## config.mk

```make
export PLATFORM = sky130hd
export DESIGN_NAME = mul_share_arb_flat
export DESIGN_NICKNAME = d
export VERILOG_FILES = /design/src/rtl/mul_share_if.sv /design/src/rtl/mul_share_arb.sv /design/src/flat_wrapper.sv
export SDC_FILE = /design/constraint.sdc
export NUM_CORES = 2
export LEC_CHECK = 0
export CORE_MARGIN = 2
export CORE_UTILIZATION = 60
export DETAILED_ROUTE_END_ITERATION = 10
export PLACE_DENSITY_LB_ADDON = 0.12
export SYNTH_ARGS = -nofsm -noshare
export SYNTH_HDL_FRONTEND = slang
export SYNTH_SLANG_ARGS = --single-unit
```

## constraint.sdc

```tcl
create_clock -name clk -period 7.5 [get_ports clk]
set_input_delay 2.25 -clock clk [delete_from_list [all_inputs] [get_ports clk]]
set_output_delay 2.25 -clock clk [all_outputs]
set_load 0.03 [all_outputs]
```

## src/rtl/mul_share_if.sv

```systemverilog
// Handshake bundle between two operand requesters, the shared multiplier
// and the single result consumer.
interface mul_share_if;
    logic        req0_valid;
    logic [23:0] req0_a;
    logic [25:0] req0_b;
    logic        req0_ready;
    logic        req1_valid;
    logic [23:0] req1_a;
    logic [25:0] req1_b;
    logic        req1_ready;
    logic        rsp_valid;
    logic        rsp_id;
    logic [49:0] rsp_z;
    logic        rsp_ready;
    logic        busy;

    modport master (
        output req0_valid, req0_a, req0_b, req1_valid, req1_a, req1_b, rsp_ready,
        input  req0_ready, req1_ready, rsp_valid, rsp_id, rsp_z, busy
    );

    modport slave (
        input  req0_valid, req0_a, req0_b, req1_valid, req1_a, req1_b, rsp_ready,
        output req0_ready, req1_ready, rsp_valid, rsp_id, rsp_z, busy
    );
endinterface

```

## src/rtl/mul_share_arb.sv

```systemverilog
// Two-requester round-robin front end sharing one 26x24 Wallace multiplier.
// Optional per-requester accept counters: define MUL_SHARE_CNT_EN.

module mul_share_wallace (
    input  logic [23:0] a,
    input  logic [25:0] b,
    output logic [49:0] z
);
    // Rows are reduced three-into-two with carry-save adders until two remain.
    always_comb begin
        logic [49:0] w [24];
        logic [49:0] s;
        logic [49:0] c;
        int          n;
        int          m;
        s = '0;
        c = '0;
        m = 0;
        for (int i = 0; i < 24; i++) begin
            w[i] = ({24'b0, b} << i) & {50{a[i]}};
        end
        n = 24;
        for (int lvl = 0; lvl < 8; lvl++) begin
            if (n > 2) begin
                m = 0;
                for (int g = 0; g < 8; g++) begin
                    if (3 * g + 2 < n) begin
                        s = w[3*g] ^ w[3*g+1] ^ w[3*g+2];
                        c = ((w[3*g] & w[3*g+1]) | (w[3*g] & w[3*g+2]) |
                             (w[3*g+1] & w[3*g+2])) << 1;
                        w[m]   = s;
                        w[m+1] = c;
                        m      = m + 2;
                    end
                end
                for (int r = 0; r < 24; r++) begin
                    if (r >= 3 * (n / 3) && r < n) begin
                        w[m] = w[r];
                        m    = m + 1;
                    end
                end
                n = m;
            end
        end
        z = w[0] + w[1];
    end
endmodule

module mul_share_arb (
    input  logic        clk,
    input  logic        clrn,
`ifdef MUL_SHARE_CNT_EN
    output logic [15:0] cnt0,
    output logic [15:0] cnt1,
`endif
    mul_share_if.slave  bus
);
    logic        vld_p1;
    logic [23:0] a_p1;
    logic [25:0] b_p1;
    logic        id_p1;
    logic [49:0] prod_p1;
    logic        last_id;
    logic        gnt;
    logic        acc;
    logic        s1_load;
    logic        s2_load;

    mul_share_wallace u_wallace (
        .a (a_p1),
        .b (b_p1),
        .z (prod_p1)
    );

    // With both requesting, the one not served last wins; otherwise whoever asks.
    assign gnt     = (bus.req0_valid & bus.req1_valid) ? ~last_id : bus.req1_valid;
    assign s2_load = vld_p1 & (~bus.rsp_valid | bus.rsp_ready);
    assign s1_load = ~vld_p1 | s2_load;
    assign acc     = s1_load & (gnt ? bus.req1_valid : bus.req0_valid);

    assign bus.req0_ready = s1_load & ~gnt;
    assign bus.req1_ready = s1_load & gnt;
    assign bus.busy       = vld_p1 | bus.rsp_valid;

    // Stage 1: granted operands
    always_ff @(posedge clk or negedge clrn) begin
        if (!clrn) begin
            vld_p1  <= 1'b0;
            a_p1    <= '0;
            b_p1    <= '0;
            id_p1   <= 1'b0;
            last_id <= 1'b1;
        end else if (s1_load) begin
            vld_p1 <= acc;
            if (acc) begin
                a_p1    <= gnt ? bus.req1_a : bus.req0_a;
                b_p1    <= gnt ? bus.req1_b : bus.req0_b;
                id_p1   <= gnt;
                last_id <= gnt;
            end
        end
    end

    // Stage 2: product on the response channel
    always_ff @(posedge clk or negedge clrn) begin
        if (!clrn) begin
            bus.rsp_valid <= 1'b0;
            bus.rsp_id    <= 1'b0;
            bus.rsp_z     <= '0;
        end else if (s2_load) begin
            bus.rsp_valid <= 1'b1;
            bus.rsp_id    <= id_p1;
            bus.rsp_z     <= prod_p1;
        end else if (bus.rsp_ready) begin
            bus.rsp_valid <= 1'b0;
        end
    end

`ifdef MUL_SHARE_CNT_EN
    function automatic logic [15:0] sat_inc(input logic [15:0] v);
        return (v == 16'hFFFF) ? v : v + 16'd1;
    endfunction

    always_ff @(posedge clk or negedge clrn) begin
        if (!clrn) begin
            cnt0 <= '0;
            cnt1 <= '0;
        end else if (acc) begin
            if (gnt) cnt1 <= sat_inc(cnt1);
            else     cnt0 <= sat_inc(cnt0);
        end
    end
`endif
endmodule

```

## src/flat_wrapper.sv

```systemverilog
// flat-port wrapper written by rule: the top's interface ports become plain ports
module mul_share_arb_flat 
  (clk, clrn, bus_req0_valid, bus_req0_a, bus_req0_b, bus_req1_valid, bus_req1_a, bus_req1_b, bus_rsp_ready, bus_req0_ready, bus_req1_ready, bus_rsp_valid, bus_rsp_id, bus_rsp_z, bus_busy);
  mul_share_if bus_i ();
  input  logic clk;
  input  logic clrn;
  input wire logic [$bits(bus_i.req0_valid)-1:0] bus_req0_valid;
  input wire logic [$bits(bus_i.req0_a)-1:0] bus_req0_a;
  input wire logic [$bits(bus_i.req0_b)-1:0] bus_req0_b;
  input wire logic [$bits(bus_i.req1_valid)-1:0] bus_req1_valid;
  input wire logic [$bits(bus_i.req1_a)-1:0] bus_req1_a;
  input wire logic [$bits(bus_i.req1_b)-1:0] bus_req1_b;
  input wire logic [$bits(bus_i.rsp_ready)-1:0] bus_rsp_ready;
  output wire logic [$bits(bus_i.req0_ready)-1:0] bus_req0_ready;
  output wire logic [$bits(bus_i.req1_ready)-1:0] bus_req1_ready;
  output wire logic [$bits(bus_i.rsp_valid)-1:0] bus_rsp_valid;
  output wire logic [$bits(bus_i.rsp_id)-1:0] bus_rsp_id;
  output wire logic [$bits(bus_i.rsp_z)-1:0] bus_rsp_z;
  output wire logic [$bits(bus_i.busy)-1:0] bus_busy;
  assign bus_i.req0_valid = bus_req0_valid;
  assign bus_i.req0_a = bus_req0_a;
  assign bus_i.req0_b = bus_req0_b;
  assign bus_i.req1_valid = bus_req1_valid;
  assign bus_i.req1_a = bus_req1_a;
  assign bus_i.req1_b = bus_req1_b;
  assign bus_i.rsp_ready = bus_rsp_ready;
  assign bus_req0_ready = bus_i.req0_ready;
  assign bus_req1_ready = bus_i.req1_ready;
  assign bus_rsp_valid = bus_i.rsp_valid;
  assign bus_rsp_id = bus_i.rsp_id;
  assign bus_rsp_z = bus_i.rsp_z;
  assign bus_busy = bus_i.busy;
  mul_share_arb u_core (.clk(clk), .clrn(clrn), .bus(bus_i));
endmodule
```

Yosys cells after proc, flatten, opt, wreduce, memory -nomap -nowiden

Cells that the tools add are included.

Flip-flop bits (word level): 105
Bits of input ports: 105
Output and inout bits: 55
Logic and storage cells: 207

Add/subtract/negate cells: 1
Mux-type cells: 6
Bitwise logic cells: 190
Reduce and logical (&&, ||, !) cells: 2

Operators by type and width:

| kind             | number |
|---|---|
| $and 49x49->49   | 66 |
| $xor 50x50->50   | 44 |
| $or 49x49->49    | 44 |
| $add 50x50->50   | 1 |
| $and 26x50->50   | 1 |
| $and 27x50->50   | 1 |
| $and 28x50->50   | 1 |
| $and 29x50->50   | 1 |
| $and 30x50->50   | 1 |
| $and 31x50->50   | 1 |
| $and 32x50->50   | 1 |
| $and 33x50->50   | 1 |
| $and 34x50->50   | 1 |
| $and 35x50->50   | 1 |
| $and 36x50->50   | 1 |
| $and 37x50->50   | 1 |
| $and 38x50->50   | 1 |
| $and 39x50->50   | 1 |
| $and 40x50->50   | 1 |
| $and 41x50->50   | 1 |
| $and 42x50->50   | 1 |
| $and 43x50->50   | 1 |
| $and 44x50->50   | 1 |
| $and 45x50->50   | 1 |
| other kinds (12) | 24 |

Longest topological paths before layout

Depth after elaboration: 23
Mapped depth: 26
Depth with buffers taken out: 23

Hierarchy

A second synthesis with hierarchy kept.

Cell total of the unflattened synthesis: 2389
Area, all modules: 23875.4 µm²

Modules (own cells, without submodules):

| module            | times used | cells an instance | area each (µm²) | sequential area each (µm²) |
|---|---|---|---|---|
| mul_share_wallace | 1          | 2082              | 19416.1         | 0.0 |
| mul_share_arb     | 1          | 307               | 4459.3          | 2628.8 |

Worst setup path after synthesis

OpenSTA, ideal clock, no wires.

Path type: register to register
Start point: register u_core.a_p1[20]
End point: register u_core.bus.rsp_z[40]
Library setup time: 69 ps
Arrival: 6392 ps
Data required time: 7431 ps
Setup slack: 1039 ps
Stages on the path, launching flop included: 24
Buffers on the path: 3
Period minus slack after synthesis: 6461 ps
Path through: dfrtp_1 -> clkbuf_1 -> clkbuf_1 -> nand2_1 -> fa_1 -> inv_1 -> fa_1 -> inv_1 -> fa_1 -> fa_1 -> fa_1 -> fa_1 -> fa_1 -> inv_1 -> ha_1 -> buf_2 -> nand2_2 -> o21ai_1 -> a211oi_1 -> or3_4 -> a41oi_4 -> a21boi_2 -> or4_1 -> nand3_1

Word-level cells in the longest chain between the ends: 21
Elaborated cells between the ends (all ways): 52
Classes of those cells: add/sub (1); bitwise (51)

RTL lines:

| item                        | RTL line             | RTL |
|---|---|---|
| start, declared             | mul_share_arb.sv:59  | `logic [23:0] a_p1;` |
| start signal, assigned      | mul_share_arb.sv:96  | `a_p1 <= gnt ? bus.req1_a : bus.req0_a;` |
| $and 46x50->50 *            | mul_share_arb.sv:20  | `w[i] = ({24'b0, b} << i) & {50{a[i]}};` |
| $and 49x49->49              | n/a                  |  |
| $or 49x49->49 (2 in a row)  | n/a                  |  |
| $xor 50x50->50 (2 in a row) | mul_share_arb.sv:28  | `s = w[3*g] ^ w[3*g+1] ^ w[3*g+2];` |
| $and 49x49->49              | mul_share_arb.sv:29  | `c = ((w[3*g] & w[3*g+1]) \| (w[3*g] & w[3*g+2]) \|` |
| $or 49x49->49 (2 in a row)  | mul_share_arb.sv:29  |  |
| $and 49x49->49              | mul_share_arb.sv:29  |  |
| $or 49x49->49 (2 in a row)  | mul_share_arb.sv:29  |  |
| $xor 50x50->50 (2 in a row) | mul_share_arb.sv:28  |  |
| $and 49x49->49              | mul_share_arb.sv:29  |  |
| $or 49x49->49 (2 in a row)  | mul_share_arb.sv:29  |  |
| $and 49x49->49              | mul_share_arb.sv:29  |  |
| $or 49x49->49 (2 in a row)  | mul_share_arb.sv:29  |  |
| $add 50x50->50 *            | mul_share_arb.sv:45  | `z = w[0] + w[1];` |
| end signal, assigned        | mul_share_arb.sv:113 | `bus.rsp_z <= prod_p1;` |
| end, declared               | mul_share_if.sv:25   | `output req0_ready, req1_ready, rsp_valid, rsp_id, rsp_z, busy` |

Mark *: on every way between the ends. The rest lies on a longest branch, timed or not.
A chain may end at the register's enable or synchronous reset.

Worst setup path after layout

Start point: register u_core.a_p1[3]
End point: register u_core.bus.rsp_z[42]

Word-level cells in the longest chain between the ends: 22
Elaborated cells between the ends (all ways): 72
Classes of those cells: add/sub (1); bitwise (71)

RTL lines:

| item                                                                | RTL line |
|---|---|
| $and 29x50->50 *                                                    | mul_share_arb.sv:20 |
| $xor 50x50->50 / $and 49x49->49 (equally long branches)             | mul_share_arb.sv:28, mul_share_arb.sv:29 |
| $xor 50x50->50 / $or 49x49->49 (equally long branches)              | mul_share_arb.sv:28, mul_share_arb.sv:29 |
| $and 49x49->49 / $or 49x49->49 (equally long branches)              | mul_share_arb.sv:29 |
| $or 49x49->49 (tied with other cells)                               | mul_share_arb.sv:29 |
| $or 49x49->49 / $xor 50x50->50 (equally long branches)              | mul_share_arb.sv:29, mul_share_arb.sv:28 |
| $and 49x49->49 / $or 49x49->49 (equally long branches)              | mul_share_arb.sv:29 |
| $or 49x49->49 (tied with other cells)                               | mul_share_arb.sv:29 |
| [3 not listed]                                                      | n/a |
| $or 49x49->49 / $xor 50x50->50 (equally long branches)              | mul_share_arb.sv:29, mul_share_arb.sv:28 |
| $and 49x49->49 / $or 49x49->49 (equally long branches)              | mul_share_arb.sv:29 |
| $or 49x49->49 / $xor 50x50->50 (equally long branches) (2 in a row) | mul_share_arb.sv:29, mul_share_arb.sv:28 |
| $and 49x49->49                                                      | mul_share_arb.sv:29 |
| $or 49x49->49 (2 in a row)                                          | mul_share_arb.sv:29 |
| $and 49x49->49                                                      | mul_share_arb.sv:29 |
| $or 49x49->49 (2 in a row)                                          | mul_share_arb.sv:29 |
| $add 50x50->50 *                                                    | mul_share_arb.sv:45 |

Marks and branches as above.

==> flow_metrics.tcl <==
set metrics [dict create \
    root_buffer "clkbuf_16" \
    fp.dieW_microns 203.8 \
    cp_slowest_stage_delay_ns 0.78 \
    grt_pass1_vias 20000 \
    synth.top_cell.area_share_pct 44.65 \
    crit_type "register to register" \
    synth_area_sq_um 23940 \
    ant_nets 0 \
    async_flop_share_pct 100.0 \
    cts_made_buffers 9 \
    place_area_sq_um 26010 \
    syn_to_final_growth_pct 10.12 \
    worst_hold_path_type "register to register" \
    hold_viol 0 \
    clock_skew_ns 0.01549 \
    cpMostUsedCell "fa_1" \
    die_area_sq_um 41510 \
    holdWs_ns 0.4770 \
    arrival_ns 7.47 \
    wl_per_cell_microns 20.07 \
    yosysSeqAreaShare_pct 10.98 \
    finalCriticalPeriod_ns 7.174 \
    drtIter0Drc 908 \
    drt_wl_total_microns 63200 \
    multi_input_area_sq_um 19160 \
    maxCapViolations 0 \
    maxSlewViolCount 0 \
    clock-sinks 105 \
    layout-drive-gt1-share_pct 4.308 \
    ios 160 \
    grt_pass1_wl_microns 103200 \
    slew_headroom_pct 29.11 \
    grt_usage_pct 32.33 \
    clk-insertion-delay-late_ns 0.39 \
    finalSetupViolations 0 \
    synth-seq-cells 105 \
    cts_tree "done" \
    postCtsSetupBuffers 0 \
    antenna_found_initial 0 \
    path_cells "and2_1, fa_1, inv_1, fa_1, fa_1, fa_1, fa_1, fa_1, inv_1, fa_1, ha_1, a21oi_1, nand2b_1, o211ai_1, a21oi_1, o2111ai_1, a21boi_0, o21a_1, o31ai_1" \
    synth_top_area_cell "fa_1" \
    cp_max_fo 27 \
    regToRegSetupSlack_ns 0.33 \
    num_rows 73 \
    cp-start-kind "register" \
    grt_max_degree 67 \
    rsz0062_at_grt "no" \
    final_nets 3398 \
    synth_most_common_cell "fa_1" \
    chipHeight_microns 203.8 \
    yosys_warnings 0 \
    nFillCells 3219 \
    slowest_stage "dfrtp_1" \
    required_ns 7.80 \
    drt_pass1_iterations 5 \
    yosys-top-cells-count "fa_1, inv_1, and2_1" \
    seq_area_sq_um 2659 \
    post-route-period-util_pct 95.66 \
    synth_ff_type "dfrtp_1" \
    initial_core_util_pct 60.53 \
    cts.path.max_buffers 2 \
    synth_top_cells_by_area "fa_1, dfrtp_1, and2_1, ha_1, inv_1" \
    finalInstanceArea_sq_um 26360 \
    routabilityCongestion 0.8998 \
    grt.overflow.total 0 \
    status "finished clean" \
    core_area_sq_um 39550 \
    clk_pin_slew_ns 0.09 \
    worstMarginPinSlew_ns 1.063 \
    synth_nets 3329 \
    yosysUniqueCellTypes 62 \
    vias 17840 \
    fmax_mhz 139.4 \
    synth_edf_count 0 \
    io_buffers 159 \
    dp_hpwl_microns 51100 \
    syn_inst 2549 \
    drc_errors 0 \
    cts_max_level 3 \
    avgSynthCellArea_sq_um 9.392 \
    end_kind "register" \
    tns_ns 0 \
    viasPerCell 5.665 \
]
-- cell families after synthesis --
kind of cell	after synthesis	share of synthesized area, %
AND/OR/NAND/NOR	870	18.37
flip-flops	105	10.98
multiplexers	52	2.174
XOR/XNOR	29	1.061
adder cells (fa/ha/maj)	675	52.02
buffers and inverters	577	9.120
AO/OA/AOI/OAI	241	6.272
-- per-stage QoR --
stage | worst slack, ns | instances | util [%]
floorplan | 1.039 | 2549 | -
global placement | 0.1381 | 3132 | 65.76
detailed placement | 0.06700 | 3132 | 65.76
CTS | 0.04201 | 3148 | 66.54
global route | 0.01028 | 3148 | 66.65
finish | 0.3258 | 3149 | 66.66
-- layer usage --
metal	up-vias	wire length (microns)	global-route usage, %	share of wire, %
met5	-	0	0	0
met4	0	3536	16.87	5.6
met3	204	2522	2.988	4.0
met2	585	33170	57.36	52
met1	9219	23980	39.28	38
li1	7830	-	-	-
-- cell usage in the layout (no fill, tap or decap), drive strengths merged, types with 4 or more instances in the layout --
master / count
a211oi: 7
a21boi: 4
a21o: 23
a21oi: 92
a31oi: 7
and2: 383
and3: 9
buf: 53
clkbuf: 9
clkdlybuf4s50: 158
dfrtp: 104
fa: 534
ha: 141
inv: 429
mux2i: 52
nand2: 348
nand2b: 4
nand3: 6
nand4: 16
nor2: 77
nor2b: 4
nor3: 9
o211ai: 9
o21a: 11
o21ai: 56
o21bai: 7
o31ai: 6
or2: 4
xnor2: 13
xor2: 16
-- final timing paths --
check / startpoint / to / cells after the start
setup / recovery: u_core.a_p1[3]$_DFFE_PN0P_ / u_core.bus.rsp_z[42]$_DFFE_PN0P_ / 19
hold / removal: u_core.bus.rsp_id$_DFFE_PN0P_ / u_core.bus.rsp_id$_DFFE_PN0P_ / 2
setup reg to reg: u_core.a_p1[3]$_DFFE_PN0P_ / u_core.bus.rsp_z[42]$_DFFE_PN0P_ / 19
hold reg to reg: u_core.bus.rsp_id$_DFFE_PN0P_ / u_core.bus.rsp_id$_DFFE_PN0P_ / 2
max in group asynchronous: clrn / u_core.a_p1[6]$_DFFE_PN0P_ / 2
min in group asynchronous: clrn / u_core.id_p1$_DFFE_PN0P_ / 1
-- cell type report --
type | instances | area share (%)
Antenna cell | 1 | 0.009492
Clock buffer | 9 | 0.8543
Clock inverter | 7 | 0.3275
Inverter | 424 | 6.037
Multi-Input combinational cell | 1867 | 72.69
Sequential cell | 105 | 10.09
Tap cell | 525 | 2.492
Timing Repair Buffer | 211 | 7.508
-- state kept, by name, summed over array words and instances, names as in the netlist --
| signal | count |
|---|---|
| u_core.bus.rsp_valid | 1 |
| u_core.bus.rsp_z | 50 |
| u_core.a_p1 | 24 |
| u_core.id_p1 | 1 |
| u_core.last_id | 1 |
| u_core.bus.rsp_id | 1 |
| u_core.b_p1 | 26 |
| u_core.vld_p1 | 1 |
-- critical path: cells and delay by family (launching register included) --
family | cells | cell delay (ns)
compound gates | 7 | 1.82
fa+ha+maj | 8 | 3.85
buf+inv | 2 | 0.11
flops | 1 | 0.78
simple gates | 2 | 0.49
-- timing repair --
item,CTS,global route
endpoints found under the hold margin,0,0
gates resized for setup,0,26
hold buffers,0,0
setup endpoints to repair,0,12
Power is left out: the tool's default activity adds up to more than one toggle a clock period on the data nets, which glitch-free logic cannot reach.
